--- src/rtl/dcache_port_sched.sv ---
// Serialises the two mem-stage slots onto the single dcache port, one transaction outstanding at a time.
// Optional performance counters are built only when DCACHE_SCHED_PERF_EN is defined.
module dcache_port_sched #(
   parameter int ISSUE_WIDTH = 2,
   parameter int ADDR_W      = 32,
   parameter int DATA_W      = 32
) (
   input  logic                              clk,
   input  logic                              rst_n,
   input  logic                              mem_valid_i,
   input  logic [ISSUE_WIDTH-1:0]            slot_mem_i,
   input  logic [ISSUE_WIDTH-1:0]            slot_excp_i,
   input  logic [ISSUE_WIDTH-1:0]            slot_we_i,
   input  logic [ISSUE_WIDTH*ADDR_W-1:0]     slot_addr_i,
   input  logic [ISSUE_WIDTH*DATA_W-1:0]     slot_wdata_i,
   input  logic [ISSUE_WIDTH*(DATA_W/8)-1:0] slot_wstrb_i,
   input  logic                              stall_i,
   input  logic                              flush_i,
   output logic                              dc_req_o,
   output logic                              dc_we_o,
   output logic [ADDR_W-1:0]                 dc_addr_o,
   output logic [DATA_W-1:0]                 dc_wdata_o,
   output logic [DATA_W/8-1:0]               dc_wstrb_o,
   input  logic                              dc_addr_ok_i,
   input  logic                              dc_data_ok_i,
   input  logic [DATA_W-1:0]                 dc_rdata_i,
   output logic [ISSUE_WIDTH*DATA_W-1:0]     slot_rdata_o,
   output logic [ISSUE_WIDTH-1:0]            slot_done_o,
   output logic                              pause_mem_o,
   output logic [31:0]                       perf_req_cnt_o,
   output logic [31:0]                       perf_stall_cnt_o
);

   typedef enum logic [2:0] {
      IDLE  = 3'd0,
      REQ0  = 3'd1,
      WAIT0 = 3'd2,
      REQ1  = 3'd3,
      WAIT1 = 3'd4,
      DONE  = 3'd5,
      DRAIN = 3'd6
   } state_t;

   state_t                                  state_q, state_d;
   logic [ISSUE_WIDTH-1:0]                  we_q, we_d;
   logic [ISSUE_WIDTH-1:0][ADDR_W-1:0]      addr_q, addr_d;
   logic [ISSUE_WIDTH-1:0][DATA_W-1:0]      wdata_q, wdata_d;
   logic [ISSUE_WIDTH-1:0][DATA_W/8-1:0]    wstrb_q, wstrb_d;
   logic [ISSUE_WIDTH-1:0][DATA_W-1:0]      rdata_q, rdata_d;
   logic [ISSUE_WIDTH-1:0]                  done_q, done_d;
   logic                                    need1_q, need1_d;
   logic [ISSUE_WIDTH-1:0]                  need;
   logic                                    cur_slot;

   // A slot-0 exception also kills slot 1, which is younger in program order.
   assign need[0] = mem_valid_i & slot_mem_i[0] & ~slot_excp_i[0];
   assign need[1] = mem_valid_i & slot_mem_i[1] & ~slot_excp_i[1] & ~slot_excp_i[0];

   assign cur_slot = (state_q == REQ1);

   always_comb begin
      state_d = state_q;
      we_d    = we_q;
      addr_d  = addr_q;
      wdata_d = wdata_q;
      wstrb_d = wstrb_q;
      rdata_d = rdata_q;
      done_d  = done_q;
      need1_d = need1_q;
      case (state_q)
         IDLE: begin
            if (!flush_i && (|need)) begin
               we_d    = slot_we_i;
               addr_d  = slot_addr_i;
               wdata_d = slot_wdata_i;
               wstrb_d = slot_wstrb_i;
               need1_d = need[1];
               rdata_d = '0;
               done_d  = '0;
               state_d = need[0] ? REQ0 : REQ1;
            end
         end
         REQ0, REQ1: begin
            // Once the dcache has accepted, its response must be drained even on flush.
            if (dc_addr_ok_i) begin
               if (flush_i) begin
                  state_d = DRAIN;
                  rdata_d = '0;
                  done_d  = '0;
               end else begin
                  state_d = (state_q == REQ0) ? WAIT0 : WAIT1;
               end
            end else if (flush_i) begin
               state_d = IDLE;
               rdata_d = '0;
               done_d  = '0;
            end
         end
         WAIT0: begin
            if (dc_data_ok_i) begin
               if (flush_i) begin
                  state_d = IDLE;
                  rdata_d = '0;
                  done_d  = '0;
               end else begin
                  if (!we_q[0]) rdata_d[0] = dc_rdata_i;
                  done_d[0] = 1'b1;
                  state_d   = need1_q ? REQ1 : DONE;
               end
            end else if (flush_i) begin
               state_d = DRAIN;
               rdata_d = '0;
               done_d  = '0;
            end
         end
         WAIT1: begin
            if (dc_data_ok_i) begin
               if (flush_i) begin
                  state_d = IDLE;
                  rdata_d = '0;
                  done_d  = '0;
               end else begin
                  if (!we_q[1]) rdata_d[1] = dc_rdata_i;
                  done_d[1] = 1'b1;
                  state_d   = DONE;
               end
            end else if (flush_i) begin
               state_d = DRAIN;
               rdata_d = '0;
               done_d  = '0;
            end
         end
         DONE: begin
            if (flush_i) begin
               state_d = IDLE;
               rdata_d = '0;
               done_d  = '0;
            end else if (!stall_i) begin
               state_d = IDLE;
               done_d  = '0;
            end
         end
         DRAIN: begin
            if (dc_data_ok_i) state_d = IDLE;
         end
         default: state_d = IDLE;
      endcase
   end

   always_ff @(posedge clk or negedge rst_n) begin
      if (!rst_n) begin
         state_q <= IDLE;
         we_q    <= '0;
         addr_q  <= '0;
         wdata_q <= '0;
         wstrb_q <= '0;
         rdata_q <= '0;
         done_q  <= '0;
         need1_q <= 1'b0;
      end else begin
         state_q <= state_d;
         we_q    <= we_d;
         addr_q  <= addr_d;
         wdata_q <= wdata_d;
         wstrb_q <= wstrb_d;
         rdata_q <= rdata_d;
         done_q  <= done_d;
         need1_q <= need1_d;
      end
   end

   // Payload is forced to zero whenever no request is presented.
   always_comb begin
      dc_req_o   = (state_q == REQ0) || (state_q == REQ1);
      dc_we_o    = 1'b0;
      dc_addr_o  = '0;
      dc_wdata_o = '0;
      dc_wstrb_o = '0;
      if (dc_req_o) begin
         dc_we_o    = we_q[cur_slot];
         dc_addr_o  = addr_q[cur_slot];
         dc_wdata_o = wdata_q[cur_slot];
         dc_wstrb_o = wstrb_q[cur_slot];
      end
      pause_mem_o = ((state_q == IDLE) && (|need)) ||
                    (state_q == REQ0) || (state_q == WAIT0) ||
                    (state_q == REQ1) || (state_q == WAIT1) ||
                    (state_q == DRAIN);
   end

   assign slot_rdata_o = rdata_q;
   assign slot_done_o  = done_q;

`ifdef DCACHE_SCHED_PERF_EN
   logic [31:0] req_cnt_q, req_cnt_d;
   logic [31:0] stall_cnt_q, stall_cnt_d;

   always_comb begin
      req_cnt_d   = req_cnt_q;
      stall_cnt_d = stall_cnt_q;
      if (dc_req_o && dc_addr_ok_i) req_cnt_d = req_cnt_q + 32'd1;
      if (pause_mem_o) stall_cnt_d = stall_cnt_q + 32'd1;
   end

   always_ff @(posedge clk or negedge rst_n) begin
      if (!rst_n) begin
         req_cnt_q   <= '0;
         stall_cnt_q <= '0;
      end else begin
         req_cnt_q   <= req_cnt_d;
         stall_cnt_q <= stall_cnt_d;
      end
   end

   assign perf_req_cnt_o   = req_cnt_q;
   assign perf_stall_cnt_o = stall_cnt_q;
`else
   assign perf_req_cnt_o   = '0;
   assign perf_stall_cnt_o = '0;
`endif

endmodule

--- config.mk ---
export PLATFORM = sky130hd
export DESIGN_NAME = dcache_port_sched
export DESIGN_NICKNAME = d
export VERILOG_FILES = /design/src/rtl/dcache_port_sched.sv
export SDC_FILE = /design/constraint.sdc
export NUM_CORES = 1
export LEC_CHECK = 0
export BUFFER_PORTS_ARGS = -buffer_cell sky130_fd_sc_hd__buf_2
export CAP_MARGIN = 10
export CORE_UTILIZATION = 40
export CTS_CLUSTER_SIZE = 8
export DETAILED_ROUTE_END_ITERATION = 8
export PLACE_DENSITY = 0.66
export REMOVE_ABC_BUFFERS = 1
export SLEW_MARGIN = 0
export SYNTH_ARGS = -nofsm -noshare
export SYNTH_HDL_FRONTEND = slang
export SYNTH_SLANG_ARGS = --single-unit
--- constraint.sdc ---
create_clock -name clk -period 4.7 [get_ports clk]
set_input_delay 1.175 -clock clk [delete_from_list [all_inputs] [get_ports clk]]
set_output_delay 1.175 -clock clk [all_outputs]
set_load 0.02 [all_outputs]
# Word level (Yosys, flattened, before mapping)
# Cells that the tools add are included.
# Widths: inputs -> output; s select.
op_classes:
  order_cmp: 1
  eq_ne: 14
  mux: 47
  bitwise_logic: 7
  n_reduce_logical: 21
op_table:
  columns: ["cell", "count"]
  rows:
  - ["$mux 32", 11]
  - ["$mux 64", 4]
  - ["$pmux 64 s4", 1]
  - ["$mux 3", 14]
  - ["$reduce_and 4->1", 5]
  - ["$pmux 3 s6", 1]
  - ["$mux 2", 7]
  - ["$mux 4", 3]
  - ["$ne 3x3->1 const B", 4]
  - ["$pmux 2 s5", 1]
  - ["$eq 3x3->1 const B", 3]
  - ["$ne 4x4->1 const B", 2]
  - ["$eq 3x2->1 const B", 2]
  - ["$logic_or 1x1->1", 6]
  - ["$and 1x1->1", 5]
  - ["$mux 1", 5]
  - ["$reduce_bool 5->1", 1]
  - ["$ne 2x2->1 const B", 2]
  - ["$reduce_bool 4->1", 1]
  - ["$reduce_or 2->1", 2]
  - ["$eq 3x1->1 const B", 1]
  - ["$logic_not 3->1", 1]
  - ["$reduce_or 3->1", 1]
  - ["$logic_and 1x1->1", 2]
  - ["other kinds (4)", 5]
word_totals:
  regBits: 208
  out_inout_bits: 201
  wordCells: 103

# Depth between registers and ports, before layout
depth:
  ltp_word: 10
  depth_mapped: 7
  depth_no_buf: 5

# Least setup slack after synthesis
# Ideal clock, no wire load.
synth_timing:
  path_type: "input to output"
  startpoint: "input slot_mem_i[1]"
  endpoint: "output pause_mem_o"
  arrival_ns: 1.845
  slack_ns: 1.680
  stages: 3
  n_path_buf: 0
  cell_sequence: "nor2b_1 o21ai_0 a22oi_1"
synth_via:
  elab_chain_len: 10
synth_rtl:
  columns: ["element", "line", "rtl"]
  rows:
  - ["start, declared", "11", "input logic [ISSUE_WIDTH-1:0] slot_mem_i,"]
  - ["$and 1x1->1 (3 in series)", "57", "assign need[1] = mem_valid_i & slot_mem_i[1] & ~slot_excp_i[1] & ~slot_excp_i[0];"]
  - ["$reduce_or 2->1", "185", "pause_mem_o = ((state_q == IDLE) && (|need)) ||"]
  - ["$logic_and 1x1->1", "185", null]
  - ["$logic_or 1x1->1", "185", null]
  - ["$logic_or 1x1->1 (2 in series)", "186", "(state_q == REQ0) || (state_q == WAIT0) ||"]
  - ["$logic_or 1x1->1 (2 in series)", "187", "(state_q == REQ1) || (state_q == WAIT1) ||"]
  - ["end, declared", "29", "output logic pause_mem_o,"]
# No other way between the ends.

# Worst setup path in the final report
layout_timing:
  startpoint: "register state_q[2]"
  endpoint: "output dc_wdata_o[9]"
layout_via:
  elab_chain_len: 4
  elab_cells_between_ends: 6
  classes_between: "eq/ne: 2; mux: 3; reduce/logical: 1"
layout_rtl:
  columns: ["element", "line", "rtl"]
  rows:
  - ["start, declared", "44", "state_t state_q, state_d;"]
  - ["start signal, assigned", "161", "state_q <= state_d;"]
  - ["$eq 3x2->1", "59, 174", null]
  - ["$mux 32 (not written as such) (2 in series)", "182", "dc_wdata_o = wdata_q[cur_slot];"]
  - ["$mux 32 *", "179", "if (dc_req_o) begin"]
  - ["end, declared", "22", "output logic [DATA_W-1:0] dc_wdata_o,"]
# Mark *: on every way between the ends. The rest lies on a longest branch, timed or not. The select of a mux whose other input is x is not followed.

==> results_dict.tcl <==
set metrics [dict create \
    synth_area_leaders "dfrtp_1 (48%), mux2_2 (12%), mux2i_1 (6.5%)" \
    cp_max_fo 34 \
    fin_skew_ns 0.00901 \
    yosysTopAreaCellShare_pct 48.0 \
    gp_congestion 0.783 \
    grt_max_degree 108 \
    grt_overflow 0 \
    status "completed" \
    drt_first_pass_iters 4 \
    ys.warnings.count 0 \
    grt_pass1_vias 8472 \
    hp-class "reg2reg" \
    io_buffer_count 317 \
    nets 1492 \
    avgSynthCellArea_um2 10.7 \
    rows 59 \
    vias 8341 \
    p_leak_nw 6.75 \
    layout_setup_ws_ns 0.922 \
    cp.required_ns 3.52 \
    critPathLaunchType "flip-flop" \
    viasPerCell 5.06 \
    final_common_cell "buf_2" \
    dp_slack_ns 1.39 \
    fp.coreArea_um2 26400 \
    clk_path_buf_depth 3 \
    clockRootBuffer "clkbuf_16" \
    cap_violations 0 \
    drt_iter0_drc 418 \
    power.switching_w 0.00306 \
    die_area_um2 27800 \
    avgRoutedWirePerCell_um 17.0 \
    hold_viol_final 0 \
    holdWs_ns 0.489 \
    critPathKind "reg2out" \
    cts_tree "done" \
    setup_viol 0 \
    worst_slew_pin_slew_ns 1.15 \
    min_period_ns 3.78 \
    endpoint_kind "primary output" \
    power.total_w 0.00791 \
    drc_errors 0 \
    seq_area_um2 5210 \
    synthToLayoutAreaGrowth_pct 21.8 \
    fin_util_pct 50.1 \
    grt_setup_unrepaired "no" \
    clkSinkCount 208 \
    seq_area_frac_synth_pct 48.0 \
    hold_buffers 0 \
    path_clk_slew_ns 0.05 \
    multiInputGateArea_um2 4650 \
    die_w_um 167 \
    dp_hpwl_um 19200 \
    drive_gt1_share_pct 39.4 \
    htree_levels 1 \
    wl_um 28000 \
    cts-resized-gates 0 \
    layout_common_cells "buf_2 (316), dfrtp_1 (207), mux2_2 (113)" \
    r2r.worst_path.cells 6 \
    sequentialPowerShare_pct 38.0 \
    start_util_pct 41.2 \
    timing.fmax_mhz 265 \
    yosysTopAreaCell "dfrtp_1" \
    p_int_w 0.00485 \
    io_pins 382 \
    slew_violations 0 \
    ant_nets 0 \
    synthDistinctLibCells 43 \
    numCtsBuffers 29 \
    ys_ff_latch 208 \
    maxSlewHeadroom_pct 23.1 \
    p_sw_share_pct 38.7 \
    die_y_um 167 \
    synth_cells 1017 \
    min_path_cells 1 \
    grt_usage_pct 20.2 \
    grt_pass1_wl_um 45300 \
    grt_antenna_before_repair 5 \
    pwr_density_cell_nw_per_um2 599 \
    nFillCells 2453 \
    power_frac_clock_pct 23.1 \
    max-vdd-ir-drop_mv 0.378 \
    clk_latency_ns 0.55 \
    netlist_area_um2 10800 \
    comb_power_share_pct 38.9 \
    cts_setup_buffers 0 \
    cp.arrival_ns 2.60 \
    post-route-period-util_pct 80.4 \
]
-- per-stage QoR --
step	area, um2	std cells	setup TNS, ns
2_1_floorplan	10200	945	-643.12
3_3_place_gp	12400	1615	0
3_5_place_dp	12400	1615	0
4_1_cts	13200	1646	0
5_1_grt	13200	1648	0
6_report	13200	1649	0
-- registers in the layout, summed over array words and instances, names as in the netlist --
name,count
addr_q,64
need1_q,1
slot_done_o,2
slot_rdata_o,64
state_q,3
wdata_q,64
we_q,2
wstrb_q,8
-- layout make-up --
cell class | count | area share, %
timing repair buffer | 335 | 13.6
antenna | 3 | 0.0568
inverter | 102 | 2.90
sequential | 208 | 39.4
clock inverter | 1 | 0.152
tap | 335 | 3.17
multi-input combinational | 635 | 35.2
clock buffer | 30 | 5.52
-- worst max-delay path: stages, from the launching register on --
cell and delay (ns):
dfrtp_1 0.71, nand2b_2 0.74, buf_4 0.35, nor2_1 0.07, buf_2 0.16
-- layer usage --
metal	part of all wire, %	vias to the layer above	GRT usage [%]
met2	47	343	33.9
li1	-	3922	-
met4	2.5	4	5.31
met5	0.079	-	0
met1	41	4026	24.7
met3	9.6	46	6.80
-- synth_stat cells (all sizes together) --
master / count
nor3: 3
or3: 1
and3: 1
nor2b: 4
nand2: 40
nor4b: 1
nand3: 1
mux2i: 70
a21boi: 2
o22ai: 2
or4b: 1
or3b: 1
nor2: 107
o21a: 3
nand2b: 5
a32oi: 33
o221ai: 1
a22oi: 3
dfrtp: 208
mux2: 138
inv: 102
o32a: 2
a31oi: 1
a22o: 2
nor3b: 1
conb: 1
o211ai: 33
clkbuf: 29
buf: 106
a21oi: 37
a211oi: 1
o21ai: 73
nor4: 1
and3b: 2
o2111ai: 1
-- path summary, 6_finish.rpt --
kind                                                end                    from  slack, ns
min                               addr_q[4]$_DFFE_PN0P_   addr_q[4]$_DFFE_PN0P_       0.49
max                                       dc_wdata_o[9]  state_q[2]$_DFFE_PN0P_       0.92
max in group asynchronous       wdata_q[63]$_DFFE_PN0P_                   rst_n       2.85
min reg2reg                       addr_q[4]$_DFFE_PN0P_   addr_q[4]$_DFFE_PN0P_       0.49
min in group asynchronous  slot_rdata_o[44]$_DFFE_PN0P_                   rst_n       0.75
max reg2reg                slot_rdata_o[31]$_DFFE_PN0P_  state_q[1]$_DFFE_PN0P_       1.90
-- cells by family (layout without fill, tap and decap cells) --
family	after synthesis	after routing	synth area share, %
other	1	67	0.0346
multiplexers	208	208	20.8
flip-flops	208	208	48.0
buffers and inverters	237	468	11.7
AND/OR/NAND/NOR	169	169	6.70
AO/OA/AOI/OAI	194	194	12.8
-- power groups by stage --
stage	registers [W]	clock network (W)	logic, W
2_1_floorplan	0.00306	0	0.00201
3_3_place_gp	0.00300	0	0.00306
3_5_place_dp	0.00304	0	0.00311
4_1_cts	0.00301	0.00189	0.00312
5_1_grt	0.00311	0.00196	0.00335
6_report	0.00301	0.00183	0.00308
(Power assumes the default switching activity.)
